## src/rtl/mem_preload_ctrl.sv

```systemverilog
// Preload sequencer: parses header/payload words from a host link and drives
// the ICCM/DCCM write port, releasing the core once a FINISH header arrives.
module mem_preload_ctrl #(
  parameter int DW = 32,
  parameter int AW = 11
) (
  input  logic          clk_i,
  input  logic          rst_i,
  input  logic          s_valid_i,
  output logic          s_ready_o,
  input  logic [DW-1:0] s_data_i,
  output logic          iccm_we_o,
  output logic          dccm_we_o,
  output logic [DW-1:0] mem_wdata_o,
  output logic [DW-1:0] mem_wmask_o,
  output logic [AW-1:0] mem_waddr_o,
  output logic          mem_finish_o,
  output logic          core_hold_o,
  output logic          busy_o,
  output logic          err_o
);

  localparam logic [1:0] ST_HDR  = 2'd0;
  localparam logic [1:0] ST_DATA = 2'd1;
  localparam logic [1:0] ST_DONE = 2'd2;
  localparam logic [1:0] ST_ERR  = 2'd3;

  localparam logic [1:0] OP_DCCM   = 2'b01;
  localparam logic [1:0] OP_FINISH = 2'b10;
  localparam logic [1:0] OP_ILL    = 2'b11;

  // Byte-enable nibble to a per-bit mask (bit i covers byte lane i).
  function automatic logic [DW-1:0] expand_mask(input logic [3:0] be);
    logic [DW-1:0] m;
    m = '0;
    for (int i = 0; i < 4; i++) begin
      m[8*i +: 8] = {8{be[i]}};
    end
    return m;
  endfunction

  logic [1:0]    state_q, state_d;
  logic          tgt_q, tgt_d;
  logic [DW-1:0] mask_q, mask_d;
  logic [AW-1:0] addr_q, addr_d;
  logic [AW-1:0] cnt_q, cnt_d;
  logic          ready_q, ready_d;
  logic          iccm_we_q, iccm_we_d;
  logic          dccm_we_q, dccm_we_d;
  logic [DW-1:0] wdata_q, wdata_d;
  logic [DW-1:0] wmask_q, wmask_d;
  logic [AW-1:0] waddr_q, waddr_d;
  logic          finish_q, hold_q, busy_q, err_q;
  logic          accept_s;

  logic [1:0] hdr_op_s;
  logic [3:0] hdr_rsvd_s;
  logic [3:0] hdr_be_s;

  assign accept_s   = s_valid_i && ready_q;
  assign hdr_op_s   = s_data_i[31:30];
  assign hdr_rsvd_s = s_data_i[29:26];
  assign hdr_be_s   = s_data_i[25:22];

  // Next-state and write-port datapath.
  always_comb begin
    state_d   = state_q;
    tgt_d     = tgt_q;
    mask_d    = mask_q;
    addr_d    = addr_q;
    cnt_d     = cnt_q;
    iccm_we_d = 1'b0;
    dccm_we_d = 1'b0;
    wdata_d   = wdata_q;
    wmask_d   = wmask_q;
    waddr_d   = waddr_q;
    case (state_q)
      ST_HDR: begin
        if (!accept_s) begin
          state_d = ST_HDR;
        end else if (hdr_op_s == OP_ILL || hdr_rsvd_s != 4'd0) begin
          state_d = ST_ERR;
        end else if (hdr_op_s == OP_FINISH) begin
          state_d = ST_DONE;
        end else begin
          tgt_d   = (hdr_op_s == OP_DCCM);
          mask_d  = expand_mask(hdr_be_s);
          cnt_d   = s_data_i[11 +: AW];
          addr_d  = s_data_i[0 +: AW];
          state_d = ST_DATA;
        end
      end
      ST_DATA: begin
        if (accept_s) begin
          iccm_we_d = ~tgt_q;
          dccm_we_d = tgt_q;
          wdata_d   = s_data_i;
          wmask_d   = mask_q;
          waddr_d   = addr_q;
          addr_d    = addr_q + AW'(1);
          cnt_d     = cnt_q - AW'(1);
          // Remaining count is stored as count-1, so zero marks the last word.
          if (cnt_q == '0) begin
            state_d = ST_HDR;
          end else begin
            state_d = ST_DATA;
          end
        end else begin
          state_d = ST_DATA;
        end
      end
      ST_DONE: state_d = ST_DONE;
      ST_ERR:  state_d = ST_ERR;
      default: state_d = ST_ERR;
    endcase
    ready_d = (state_d == ST_HDR) || (state_d == ST_DATA);
  end

  // State, datapath and registered status outputs.
  always_ff @(posedge clk_i) begin
    if (rst_i) begin
      state_q   <= ST_HDR;
      tgt_q     <= 1'b0;
      mask_q    <= '0;
      addr_q    <= '0;
      cnt_q     <= '0;
      ready_q   <= 1'b0;
      iccm_we_q <= 1'b0;
      dccm_we_q <= 1'b0;
      wdata_q   <= '0;
      wmask_q   <= '0;
      waddr_q   <= '0;
      finish_q  <= 1'b0;
      hold_q    <= 1'b1;
      busy_q    <= 1'b0;
      err_q     <= 1'b0;
    end else begin
      state_q   <= state_d;
      tgt_q     <= tgt_d;
      mask_q    <= mask_d;
      addr_q    <= addr_d;
      cnt_q     <= cnt_d;
      ready_q   <= ready_d;
      iccm_we_q <= iccm_we_d;
      dccm_we_q <= dccm_we_d;
      wdata_q   <= wdata_d;
      wmask_q   <= wmask_d;
      waddr_q   <= waddr_d;
      finish_q  <= (state_d == ST_DONE);
      hold_q    <= (state_d != ST_DONE);
      busy_q    <= (state_d == ST_DATA);
      err_q     <= (state_d == ST_ERR);
    end
  end

  assign s_ready_o    = ready_q;
  assign iccm_we_o    = iccm_we_q;
  assign dccm_we_o    = dccm_we_q;
  assign mem_wdata_o  = wdata_q;
  assign mem_wmask_o  = wmask_q;
  assign mem_waddr_o  = waddr_q;
  assign mem_finish_o = finish_q;
  assign core_hold_o  = hold_q;
  assign busy_o       = busy_q;
  assign err_o        = err_q;

endmodule
```

## config.mk

```make
export PLATFORM = sky130hd
export DESIGN_NAME = mem_preload_ctrl
export DESIGN_NICKNAME = d
export VERILOG_FILES = /design/src/rtl/mem_preload_ctrl.sv
export SDC_FILE = /design/constraint.sdc
export NUM_CORES = 1
export LEC_CHECK = 0
export CAP_MARGIN = 20
export CORE_ASPECT_RATIO = 0.75
export CORE_MARGIN = 4
export CORE_UTILIZATION = 41
export DETAILED_ROUTE_END_ITERATION = 7
export GPL_TIMING_DRIVEN = 0
export HOLD_SLACK_MARGIN = 0.05
export MAX_ROUTING_LAYER = met4
export PLACE_DENSITY = 0.77
export RECOVER_POWER = 50
export SLEW_MARGIN = 10
export SYNTH_ARGS = -nofsm -noshare
export SYNTH_HDL_FRONTEND = slang
export SYNTH_SLANG_ARGS = --single-unit
```

## constraint.sdc

```tcl
create_clock -name clk_i -period 2.15 [get_ports clk_i]
set_input_delay 0.5375 -clock clk_i [delete_from_list [all_inputs] [get_ports clk_i]]
set_output_delay 0.5375 -clock clk_i [all_outputs]
set_load 0.01 [all_outputs]
```

==> metrics.md <==
| Metric | Value |
|---|---|
| Yosys reg bits | 83 |
| Antenna diode count | 0 |
| Crit. End Element | flop |
| Seq/Total Area, Yosys | 44.3% |
| Initial antenna violation count | 0 |
| Critical Path RT | between 2000 and 2500 ps |
| DIE WIDTH | 119 um |
| Critical path data arrival time | roughly 2300 ps |
| Async SR Flop Fraction | 0% |
| Total Wirelength | between 10000 and 15000 um |
| Number of max-cap violations | 0 |
| Max_slew headroom | 57.2% |
| Iteration-0 DRC Markers | approximately 330 |
| RePlAce Congestion | 0.908 |
| Area contributors post-synth | dfxtp_1 (44%), nand2_1 (11%), a21oi_1 (8.8%) |
| Drt pass-1 iters | 5 |
| Tmin final | 2100 ps |
| CTS tree | built |
| PD cells | roughly 670 nW/um^2 |
| Routed Antenna Nets | 0 |
| Average size of a mapped cell | approximately 8 sq um |
| Startpoint Class | flop |
| Die height | ~90 um |
| Core Rows | 29 |
| TritonCTS Sinks | just over 80 |
| Post-synthesis instance total | around 470 |
| Beginning of the critical path | cnt_q[1] |
| Via Count | approximately 3800 |
| Total I/O pin count | approximately 120 |
| DPL Wire Length | roughly 8500 um |
| Layout cells sized above 1 | between 10% and 20% |
| Global-route usage over all layers | 22.0% |
| Routed len/inst | ~16 um |
| Core area | slightly below 9000 sq um |
| Number of flops mapped to enable cells by yosys | 0 |
| Worst Hold Class | flop to flop |
| Crit-path max FO | 7 |
| Worst r2r src | cnt_q[1] |
| Depth of the CTS H-tree | 3 |
| Area grow syn2layout | 44.9% |
| Main synth FF type | dfxtp_1 |
| Crit Path Class | flop to flop |
| Vias in the first global route | about 3700 |
| Clock slew at reported path FFs | roughly 60 ps |
| Tcrit/Tclk final | 97.6% |
| Yosys warnings | 0 |
| Worst hold margin | between 400 and 500 ps |
| Mapped cell area | between 3000 and 4000 sq um |
| Setup total negative slack | 0 ps |
| Max clock buf depth | 2 |
| Slew Limit Fails | 0 |
| CTS Buf Count | 9 |
| Final nets | around 630 |
| Pleak | 2.10 nW |
| First-pass GRT wire length | between 15000 and 20000 um |
| Number of distinct library cells after synthesis | just over 50 |
| Post-DR vias/cell | 5.39 |
| Share of the synthesized area in the top cell type | between 40% and 50% |
| Cell taking the most area after synthesis | dfxtp_1 |
| Setup Skew | slightly above 6 ps |
| Setup Viol. Count Final | 0 |
| Max Fclk | around 480 MHz |
| Initial cell density of the core | 43.3% |
| Worst VDD drop | between 0.0004 and 0.0005 V |
| HP Start | mem_waddr_o[6] |
| Fin. Hold Viols | 0 |
| Latest clock arrival within the worst-skew pair | around 340 ps |
| GRT overflow | 0 |
| Slew @ Worst Pin | 642 ps |
| Full die area | between 10000 and 15000 sq um |
| DRC viols | 0 |
| Clk root buf | clkbuf_16 |
| I/O Buffers | 115 |
| Syn Nets | 506 |
| Outcome | complete, no violations |
| Largest net degree at the start of global routing | 14 |
-- worst max-delay path, stage by stage (launching register included) --
cell,delay [ps]
dfxtp_1,340
inv_1,130
ha_4,170
or4b_1,440
buf_2,180
or4_1,440
a21oi_2,180
o32ai_1,80
-- per-stage QoR --
| stage | std cells | power [W] | worst slack [ps] | utilization, % | area (sq um) |
|---|---|---|---|---|---|
| final | 709 | 0.00364 | 52.6 | 62.7 | 5440 |
| after global routing | 709 | 0.00376 | -17.1 | 62.7 | 5440 |
| after CTS | 709 | 0.00365 | 11.2 | 62.3 | 5410 |
| after detailed placement | 691 | 0.00197 | -493 | 58.1 | 5040 |
| after global placement | 691 | 0.00196 | -475 | 58.1 | 5040 |
| after floorplan | 468 | 0.00180 | 194 | - | 3750 |
-- cells in the mapped netlist (2+ instances only) --
master and instances:
a21oi_1 66, nand2_1 113, o21ai_0 17, o32ai_1 3
buf_4 29, o211ai_1 4, clkbuf_1 21, and3_1 3
ha_1 3, nand3_1 10, inv_1 9, buf_1 2
or2_2 2, nor4_1 6, o21a_1 3, or4_1 3
nor3_1 8, a31oi_1 7, nor2_1 19, nor3b_1 2
dfxtp_1 83, nand4b_1 2, a21o_1 4, nand3b_1 3
and2_1 7, mux2i_1 7, buf_2 4, a311oi_1 2
nand4_1 2, buf_6 2, o31a_1 2
-- area by class of cell --
class                   count  area (sq um)
plain buffers              59           382
multi-input cells         317          1720
clock inverters             4          72.6
well taps                 108           135
inverters                   9          33.8
repair buffers            117          1180
fillers                   765          3230
flip-flops and latches     83          1660
clock buffers              12           256
-- per-layer routing --
layer	GRT usage [%]	wire (um)	share of wire (%)
met3	5.64	815	7.0
met2	33.7	5350	46
met5	-	0	0
met4	8.58	180	1.5
met1	27.9	5280	45
-- flip-flops by register name (all words and copies together), names as in the netlist, 2 cells and up --
name / flops
addr_q: 11
cnt_q: 11
mask_q: 4
mem_waddr_o: 11
mem_wdata_o: 32
mem_wmask_o: 4
state_q: 2
-- cells in the final DEF (no fill, tap or decap), types with 9 or more instances in the layout --
cell type / synthesis / final
buf_4: 29 / 30
nand3_1: 10 / 10
clkbuf_16: 0 / 9
dfxtp_1: 83 / 83
nor2_1: 19 / 19
dlygate4sd3_1: 0 / 53
nand2_1: 113 / 113
a21oi_1: 66 / 64
clkbuf_1: 21 / 20
o21ai_0: 17 / 11
clkdlybuf4s50_1: 0 / 60
-- what timing repair did --
| item | CTS | global route |
|---|---|---|
| pin swaps | 2 | 3 |
| gates cloned | 0 | 0 |
| setup buffers | 2 | 0 |
| hold buffers | 0 | 0 |
| gates resized for setup | 8 | 21 |
| setup endpoints to repair | 21 | 32 |
-- kinds of logic (layout without fill, tap and decap cells) --
| kind of cell | Yosys count | in the layout | synth area share (%) |
|---|---|---|---|
| compound gates | 116 | 116 | 18.3 |
| simple gates | 191 | 191 | 24.2 |
| flops | 83 | 83 | 44.3 |
| mux | 7 | 7 | 1.87 |
| buf+inv | 68 | 201 | 10.4 |
| fa+ha+maj | 3 | 3 | 1.00 |
-- power breakdown --
group / switching, W / leakage (nW) / internal [W]
sequential: 0.0000253 / 0.670 / 0.00157
combinational: 0.000200 / 1.27 / 0.000158
clock: 0.000609 / 0.159 / 0.00108
total: 0.000834 / 2.10 / 0.00280
-- worst paths after layout --
kind | cells after the start | slack [ps] | endpoint
max | 7 | 50 | cnt_q[8]
min | 2 | 450 | mem_waddr_o[6]
max reg2reg | 7 | 50 | cnt_q[8]
min reg2reg | 2 | 450 | mem_waddr_o[6]
Power figures use the tool's default switching activity.
